`src/rtl/fifo_packer_if.sv`:
```
// Packer bus: upstream FIFO read port, flush pulse and packed output handshake.
// master = packer side, slave = FIFO/downstream side.
// Parameters must match the fifo_packer instance that binds to it.
interface fifo_packer_if #(
  parameter int DATA_WIDTH = 8,
  parameter int PACK_RATIO = 4,
  parameter int COUNT_W    = $clog2(PACK_RATIO + 1)
);
  logic                           rd_en;
  logic [DATA_WIDTH-1:0]          rd_data;
  logic                           rd_val;
  logic                           flush;
  logic [DATA_WIDTH*PACK_RATIO-1:0] out_data;
  logic [COUNT_W-1:0]             out_count;
  logic                           out_valid;
  logic                           out_ready;

  modport master (
    output rd_en,
    input  rd_data,
    input  rd_val,
    input  flush,
    output out_data,
    output out_count,
    output out_valid,
    input  out_ready
  );

  modport slave (
    input  rd_en,
    output rd_data,
    output rd_val,
    output flush,
    input  out_data,
    input  out_count,
    input  out_valid,
    output out_ready
  );
endinterface

```
`src/rtl/fifo_packer.sv`:
```
// Packs PACK_RATIO consecutive FIFO words into one wide word (lane 0 = first word).
// Latency: packed word valid the cycle after the last lane's rd_val; flush emits a partial word.
// Backpressure: output held until out_ready; reads stop once the accumulator plus in-flight read is full.
module fifo_packer #(
  parameter int DATA_WIDTH = 8,
  parameter int PACK_RATIO = 4,
  parameter int COUNT_W    = $clog2(PACK_RATIO + 1)
) (
  input  logic          clk,
  input  logic          reset,
  fifo_packer_if.master bus
);
  localparam int                 OUT_W    = DATA_WIDTH * PACK_RATIO;
  localparam logic [COUNT_W-1:0] CNT_FULL = COUNT_W'(PACK_RATIO);
  localparam logic [COUNT_W-1:0] CNT_LAST = COUNT_W'(PACK_RATIO - 1);

  // Lanes 0..PACK_RATIO-2 wait in acc; the final word either goes straight
  // to the output register or parks in last_q while the output is blocked.
  logic [PACK_RATIO-2:0][DATA_WIDTH-1:0] acc_q, acc_d;
  logic [DATA_WIDTH-1:0]                 last_q, last_d;
  logic [COUNT_W-1:0]                    cnt_q, cnt_d;
  logic                                  pending_q;
  logic                                  flush_req_q, flush_req_d;
  logic [OUT_W-1:0]                      out_data_q, out_data_d;
  logic [COUNT_W-1:0]                    out_count_q, out_count_d;
  logic                                  out_valid_q, out_valid_d;

  logic             rd_en;
  logic             out_free;
  logic             capture;
  logic [OUT_W-1:0] flush_word;

  // Issue a read only while the in-flight read still fits into the word being built.
  always_comb begin
    rd_en = !reset && !flush_req_q &&
            (({1'b0, cnt_q} + {{COUNT_W{1'b0}}, pending_q}) < {1'b0, CNT_FULL});
  end

  assign out_free = !out_valid_q || bus.out_ready;
  // rd_val only means something when we actually have a read outstanding.
  assign capture  = pending_q && bus.rd_val;

  // Partial word for flush: filled lanes copied, the rest forced to zero.
  always_comb begin
    flush_word = '0;
    for (int k = 0; k < PACK_RATIO - 1; k++) begin
      if (COUNT_W'(k) < cnt_q) flush_word[k*DATA_WIDTH +: DATA_WIDTH] = acc_q[k];
    end
  end

  // Next state: capture has priority, then a parked full word, then a flush.
  always_comb begin
    acc_d       = acc_q;
    last_d      = last_q;
    cnt_d       = cnt_q;
    flush_req_d = flush_req_q;
    out_data_d  = out_data_q;
    out_count_d = out_count_q;
    out_valid_d = out_valid_q && !bus.out_ready;

    if (capture) begin
      if (cnt_q == CNT_LAST) begin
        if (out_free) begin
          out_data_d  = {bus.rd_data, acc_q};
          out_count_d = CNT_FULL;
          out_valid_d = 1'b1;
          cnt_d       = '0;
        end else begin
          last_d = bus.rd_data;
          cnt_d  = CNT_FULL;
        end
      end else begin
        for (int k = 0; k < PACK_RATIO - 1; k++) begin
          if (COUNT_W'(k) == cnt_q) acc_d[k] = bus.rd_data;
        end
        cnt_d = cnt_q + 1'b1;
      end
    end else if (cnt_q == CNT_FULL) begin
      // A full word is always complete, so it also satisfies any pending flush.
      if (out_free) begin
        out_data_d  = {last_q, acc_q};
        out_count_d = CNT_FULL;
        out_valid_d = 1'b1;
        cnt_d       = '0;
        flush_req_d = 1'b0;
      end
    end else if (flush_req_q && !pending_q) begin
      if (cnt_q == '0) begin
        flush_req_d = 1'b0;
      end else if (out_free) begin
        out_data_d  = flush_word;
        out_count_d = cnt_q;
        out_valid_d = 1'b1;
        cnt_d       = '0;
        flush_req_d = 1'b0;
      end
    end

    // A second flush while one is outstanding folds into the same request.
    if (bus.flush && !flush_req_q) flush_req_d = 1'b1;
  end

  // State registers with synchronous reset; reset drops accumulated lanes and the in-flight read.
  always_ff @(posedge clk) begin
    if (reset) begin
      acc_q       <= '0;
      last_q      <= '0;
      cnt_q       <= '0;
      pending_q   <= 1'b0;
      flush_req_q <= 1'b0;
      out_data_q  <= '0;
      out_count_q <= '0;
      out_valid_q <= 1'b0;
    end else begin
      acc_q       <= acc_d;
      last_q      <= last_d;
      cnt_q       <= cnt_d;
      pending_q   <= rd_en;
      flush_req_q <= flush_req_d;
      out_data_q  <= out_data_d;
      out_count_q <= out_count_d;
      out_valid_q <= out_valid_d;
    end
  end

  assign bus.rd_en     = rd_en;
  assign bus.out_data  = out_data_q;
  assign bus.out_count = out_count_q;
  assign bus.out_valid = out_valid_q;
endmodule

```
`src/flat_wrapper.sv`:
```
// flat-port wrapper written by rule: the top's interface ports become plain ports
module fifo_packer_flat 
#(
  parameter int DATA_WIDTH = 8,
  parameter int PACK_RATIO = 4,
  parameter int COUNT_W    = $clog2(PACK_RATIO + 1)
)
  (clk, reset, bus_rd_en, bus_rd_data, bus_rd_val, bus_flush, bus_out_data, bus_out_count, bus_out_valid, bus_out_ready);
  fifo_packer_if #(.DATA_WIDTH(DATA_WIDTH), .PACK_RATIO(PACK_RATIO), .COUNT_W(COUNT_W)) bus_i ();
  input  logic clk;
  input  logic reset;
  output wire logic [$bits(bus_i.rd_en)-1:0] bus_rd_en;
  input wire logic [$bits(bus_i.rd_data)-1:0] bus_rd_data;
  input wire logic [$bits(bus_i.rd_val)-1:0] bus_rd_val;
  input wire logic [$bits(bus_i.flush)-1:0] bus_flush;
  output wire logic [$bits(bus_i.out_data)-1:0] bus_out_data;
  output wire logic [$bits(bus_i.out_count)-1:0] bus_out_count;
  output wire logic [$bits(bus_i.out_valid)-1:0] bus_out_valid;
  input wire logic [$bits(bus_i.out_ready)-1:0] bus_out_ready;
  assign bus_rd_en = bus_i.rd_en;
  assign bus_i.rd_data = bus_rd_data;
  assign bus_i.rd_val = bus_rd_val;
  assign bus_i.flush = bus_flush;
  assign bus_out_data = bus_i.out_data;
  assign bus_out_count = bus_i.out_count;
  assign bus_out_valid = bus_i.out_valid;
  assign bus_i.out_ready = bus_out_ready;
  fifo_packer #(.DATA_WIDTH(DATA_WIDTH), .PACK_RATIO(PACK_RATIO), .COUNT_W(COUNT_W)) u_core (.clk(clk), .reset(reset), .bus(bus_i));
endmodule
```
`config.mk`:
```
export PLATFORM = sky130hd
export DESIGN_NAME = fifo_packer_flat
export DESIGN_NICKNAME = d
export VERILOG_FILES = /design/src/rtl/fifo_packer_if.sv /design/src/rtl/fifo_packer.sv /design/src/flat_wrapper.sv
export SDC_FILE = /design/constraint.sdc
export NUM_CORES = 1
export LEC_CHECK = 0
export BUFFER_PORTS_ARGS = -buffer_cell sky130_fd_sc_hd__buf_2
export CORE_ASPECT_RATIO = 1.5
export CORE_MARGIN = 4
export CORE_UTILIZATION = 35
export CTS_CLUSTER_DIAMETER = 200
export DETAILED_ROUTE_END_ITERATION = 7
export GPL_ROUTABILITY_DRIVEN = 0
export HOLD_SLACK_MARGIN = 0.1
export PLACE_DENSITY = 0.65
export SLEW_MARGIN = 30
export SYNTH_ARGS = -nofsm -noshare
export SYNTH_HDL_FRONTEND = slang
export SYNTH_SLANG_ARGS = --single-unit
```
`constraint.sdc`:
```
create_clock -name clk -period 2.65 [get_ports clk]
set_input_delay 0.3975 -clock clk [delete_from_list [all_inputs] [get_ports clk]]
set_output_delay 0.3975 -clock clk [all_outputs]
set_load 0.05 [all_outputs]
```
==> flow_metrics.env <==
export IMPL_vias_per_cell=5.13
export IMPL_min_period_over_period=0.854
export IMPL_critPathMaxFanout=29
export IMPL_filler_cell_count=869
export IMPL_grt_pass1_vias=2309
export IMPL_p_sw_frac=0.232
export IMPL_cts_root_buffer="clkbuf_16"
export IMPL_finClkSkew_ns=0.00608
export IMPL_leakage_nw=1.54
export IMPL_worstHoldPathType="primary input to register"
export IMPL_power_mw=2.40
export IMPL_maxCapViolCount=0
export IMPL_tightestPinTransition_ns=0.802
export IMPL_initial_utilization=0.360
export IMPL_dp_hpwl_mm=5.01
export IMPL_ys_flop_type="dfxtp_1"
export IMPL_clock_latency_ns=0.33
export IMPL_drc=0
export IMPL_grt_max_degree=35
export IMPL_synth_cells=322
export IMPL_status="complete, no violations"
export IMPL_grtUsageTotal=0.147
export IMPL_critical_path_class="register to register"
export IMPL_syn_avg_cell_area_sq_um=9.47
export IMPL_cp_end_kind="register"
export IMPL_timing_fmax_mhz=442
export IMPL_tritoncts="built"
export IMPL_yosys_warnings=0
export IMPL_routed_via_count=2441
export IMPL_seq_area_frac_synth=0.479
export IMPL_slew_viol_final=0
export IMPL_final_util=0.430
export IMPL_switching_power_mw=0.555
export IMPL_die_w_microns=84.2
export IMPL_cts_htree_levels=3
export IMPL_hold_worst_slack_ns=0.324
export IMPL_netlist_area_sq_um=3050
export IMPL_post_drt_wl_per_cell_microns=15.5
export IMPL_cts_setup_buffers=0
export IMPL_cts_hold_buffers_added=0
export IMPL_postRouteAntennaNets=0
export IMPL_dp_slack_ns=0.431
export IMPL_core_sq_um=8460
export IMPL_antenna_found_initial=0
export IMPL_seq_area_sq_um=1460
export IMPL_final_min_clock_period_ns=2.26
export IMPL_cp_arrival_ns=2.48
export IMPL_clk_pin_slew_ns=0.05
export IMPL_grt_overflow_total=0
export IMPL_syn_nets=338
export IMPL_power_density_nw_per_um2=659
export IMPL_cts_buffer_depth=2
export IMPL_slew_headroom=0.463
export IMPL_ff2ff_path_depth=7
export IMPL_dpl_instance_area_sq_um=3360
export IMPL_rr_startpoint="u_core.cnt_q[0]"
export IMPL_cts_resized=0
export IMPL_r2r_end="u_core.bus.out_data[18]"
export IMPL_row_count=41
export IMPL_synth_cell_type_count=35
export IMPL_cp_required_ns=2.87
export IMPL_combPwrFrac=0.063
export IMPL_setup_viol=0
export IMPL_synth_edf_count=0
export IMPL_ff2ff_setup_slack_ns=0.39
export IMPL_synth_area_top_cells="dfxtp_1 (48%), mux2i_1 (11%), nand2b_1 (5.7%), a21oi_1 (5.1%), nor2_1 (3.8%)"
export IMPL_drive_gt1_frac=0.241
export IMPL_rsz0062_at_grt="false"
export IMPL_diodes=0
export IMPL_multi_input_area_sq_um=1450
export IMPL_cts_buffers=9
export IMPL_seq_power_share=0.470
export IMPL_post_place_cells=461
export IMPL_die_h_microns=122
export IMPL_yosys_area_top_type="dfxtp_1"
export IMPL_ys_top_cells_by_count="dfxtp_1 (73), mux2i_1 (32), a21oi_1 (31), nor2_1 (31), nand2b_1 (28)"
export IMPL_first_iter_violations=221
export IMPL_clock_power_share=0.468
export IMPL_final_cell_area_sq_um=3640
export IMPL_layout_nets=381
export IMPL_ys_ff_latch=73
export IMPL_wl_mm=7.37
export IMPL_ir_drop_mv=0.404
export IMPL_startpoint="u_core.cnt_q[0]"
export IMPL_io_pins=50
export IMPL_ys_async_sr_fraction=0
export IMPL_hold_viol_final=0
export IMPL_fp_dieArea_sq_um=10300
export IMPL_finalSetupTns_ns=0
export IMPL_layout_cells_non_filler=476
export IMPL_startpoint_type="register"
export IMPL_timing_critical_path_to="u_core.bus.out_data[18]"
export IMPL_clock_sinks=73
export IMPL_drt_first_pass_iters=4
export IMPL_synth_top_area_frac=0.479
export IMPL_io_buffers=49
export IMPL_cell_internal_pwr_mw=1.84
export IMPL_syn_to_final_growth_pct=19.3
export IMPL_setup_ws_ns=0.387
export IMPL_yosysMostFrequentCell="dfxtp_1"
export IMPL_grt_pass1_wl_mm=11.8
[placed cells by master, fill, tap and decap left out, drive strengths merged]
master	n
clkinvlp	2
a211o	1
buf	55
a31o	8
inv	3
o21ai	11
clkinv	2
nor2b	2
and4b	1
nor2	31
clkbuf	11
ha	3
nand2b	28
dfxtp	73
o221ai	1
and2	5
mux2i	32
nand2	28
o21ba	1
nor3	2
a22oi	8
nor4	2
nor3b	1
a31oi	2
and3	1
a21oi	31
a32oi	1
a211oi	9
nand3	3
nand4	11
[flip-flops by register name, indices dropped and copies added (netlist names)]
signal / cells
u_core.pending_q: 1
u_core.flush_req_q: 1
u_core.acc_q: 24
u_core.bus.out_valid: 1
u_core.last_q: 8
u_core.cnt_q: 3
u_core.bus.out_data: 32
u_core.bus.out_count: 3
[per-layer routing]
layer | vias up | global-route usage | share of wire
met3 | 8 | 0.0363 | 0.048
met2 | 65 | 0.239 | 0.50
met1 | 1150 | 0.177 | 0.43
met4 | 0 | 0.0855 | 0.018
li1 | 1218 | - | -
met5 | - | 0 | 0
[final cells by class]
| type | instances | share of cell area |
|---|---|---|
| clock buffers | 11 | 0.0695 |
| multi-input cells | 223 | 0.398 |
| well taps | 107 | 0.0368 |
| flip-flops and latches | 73 | 0.402 |
| clock inverters | 4 | 0.00791 |
| repair buffers | 55 | 0.0832 |
| inverters | 3 | 0.00310 |
[kinds of logic after synthesis]
group	after synthesis	share of synthesized area
AOI/OAI and AO/OA	73	0.165
adders and majority gates	3	0.0123
buffers and inverters	26	0.0464
DFF	73	0.479
muxes	32	0.105
and+or+nand+nor	115	0.192
[worst min-delay path by stage]
stage | cells past startpoint | end | startpoint
floorplan | 2 | u_core.last_q[0] | u_core.last_q[0]
global placement | 2 | u_core.last_q[2] | u_core.last_q[2]
detailed placement | 2 | u_core.last_q[4] | u_core.last_q[4]
CTS | 3 | u_core.flush_req_q | bus_flush
global route | 3 | u_core.flush_req_q | bus_flush
finish | 3 | u_core.flush_req_q | bus_flush
[critical path, cell delays in order (launching register included)]
cell and delay, ns:
dfxtp_1 0.48, inv_1 0.13, ha_1 0.27, and2_4 0.19, a211o_1 0.29, and2_1 0.30
buf_12 0.24, a31o_2 0.24
[power by group through the flow]
stage | clock network [mW] | logic, mW | registers, mW
finish | 1.12 | 0.150 | 1.13
global route | 1.20 | 0.163 | 1.13
CTS | 1.15 | 0.151 | 1.13
detailed placement | 0 | 0.151 | 1.15
global placement | 0 | 0.147 | 1.15
floorplan | 0 | 0.0908 | 1.16
(Power assumes the default switching activity.)
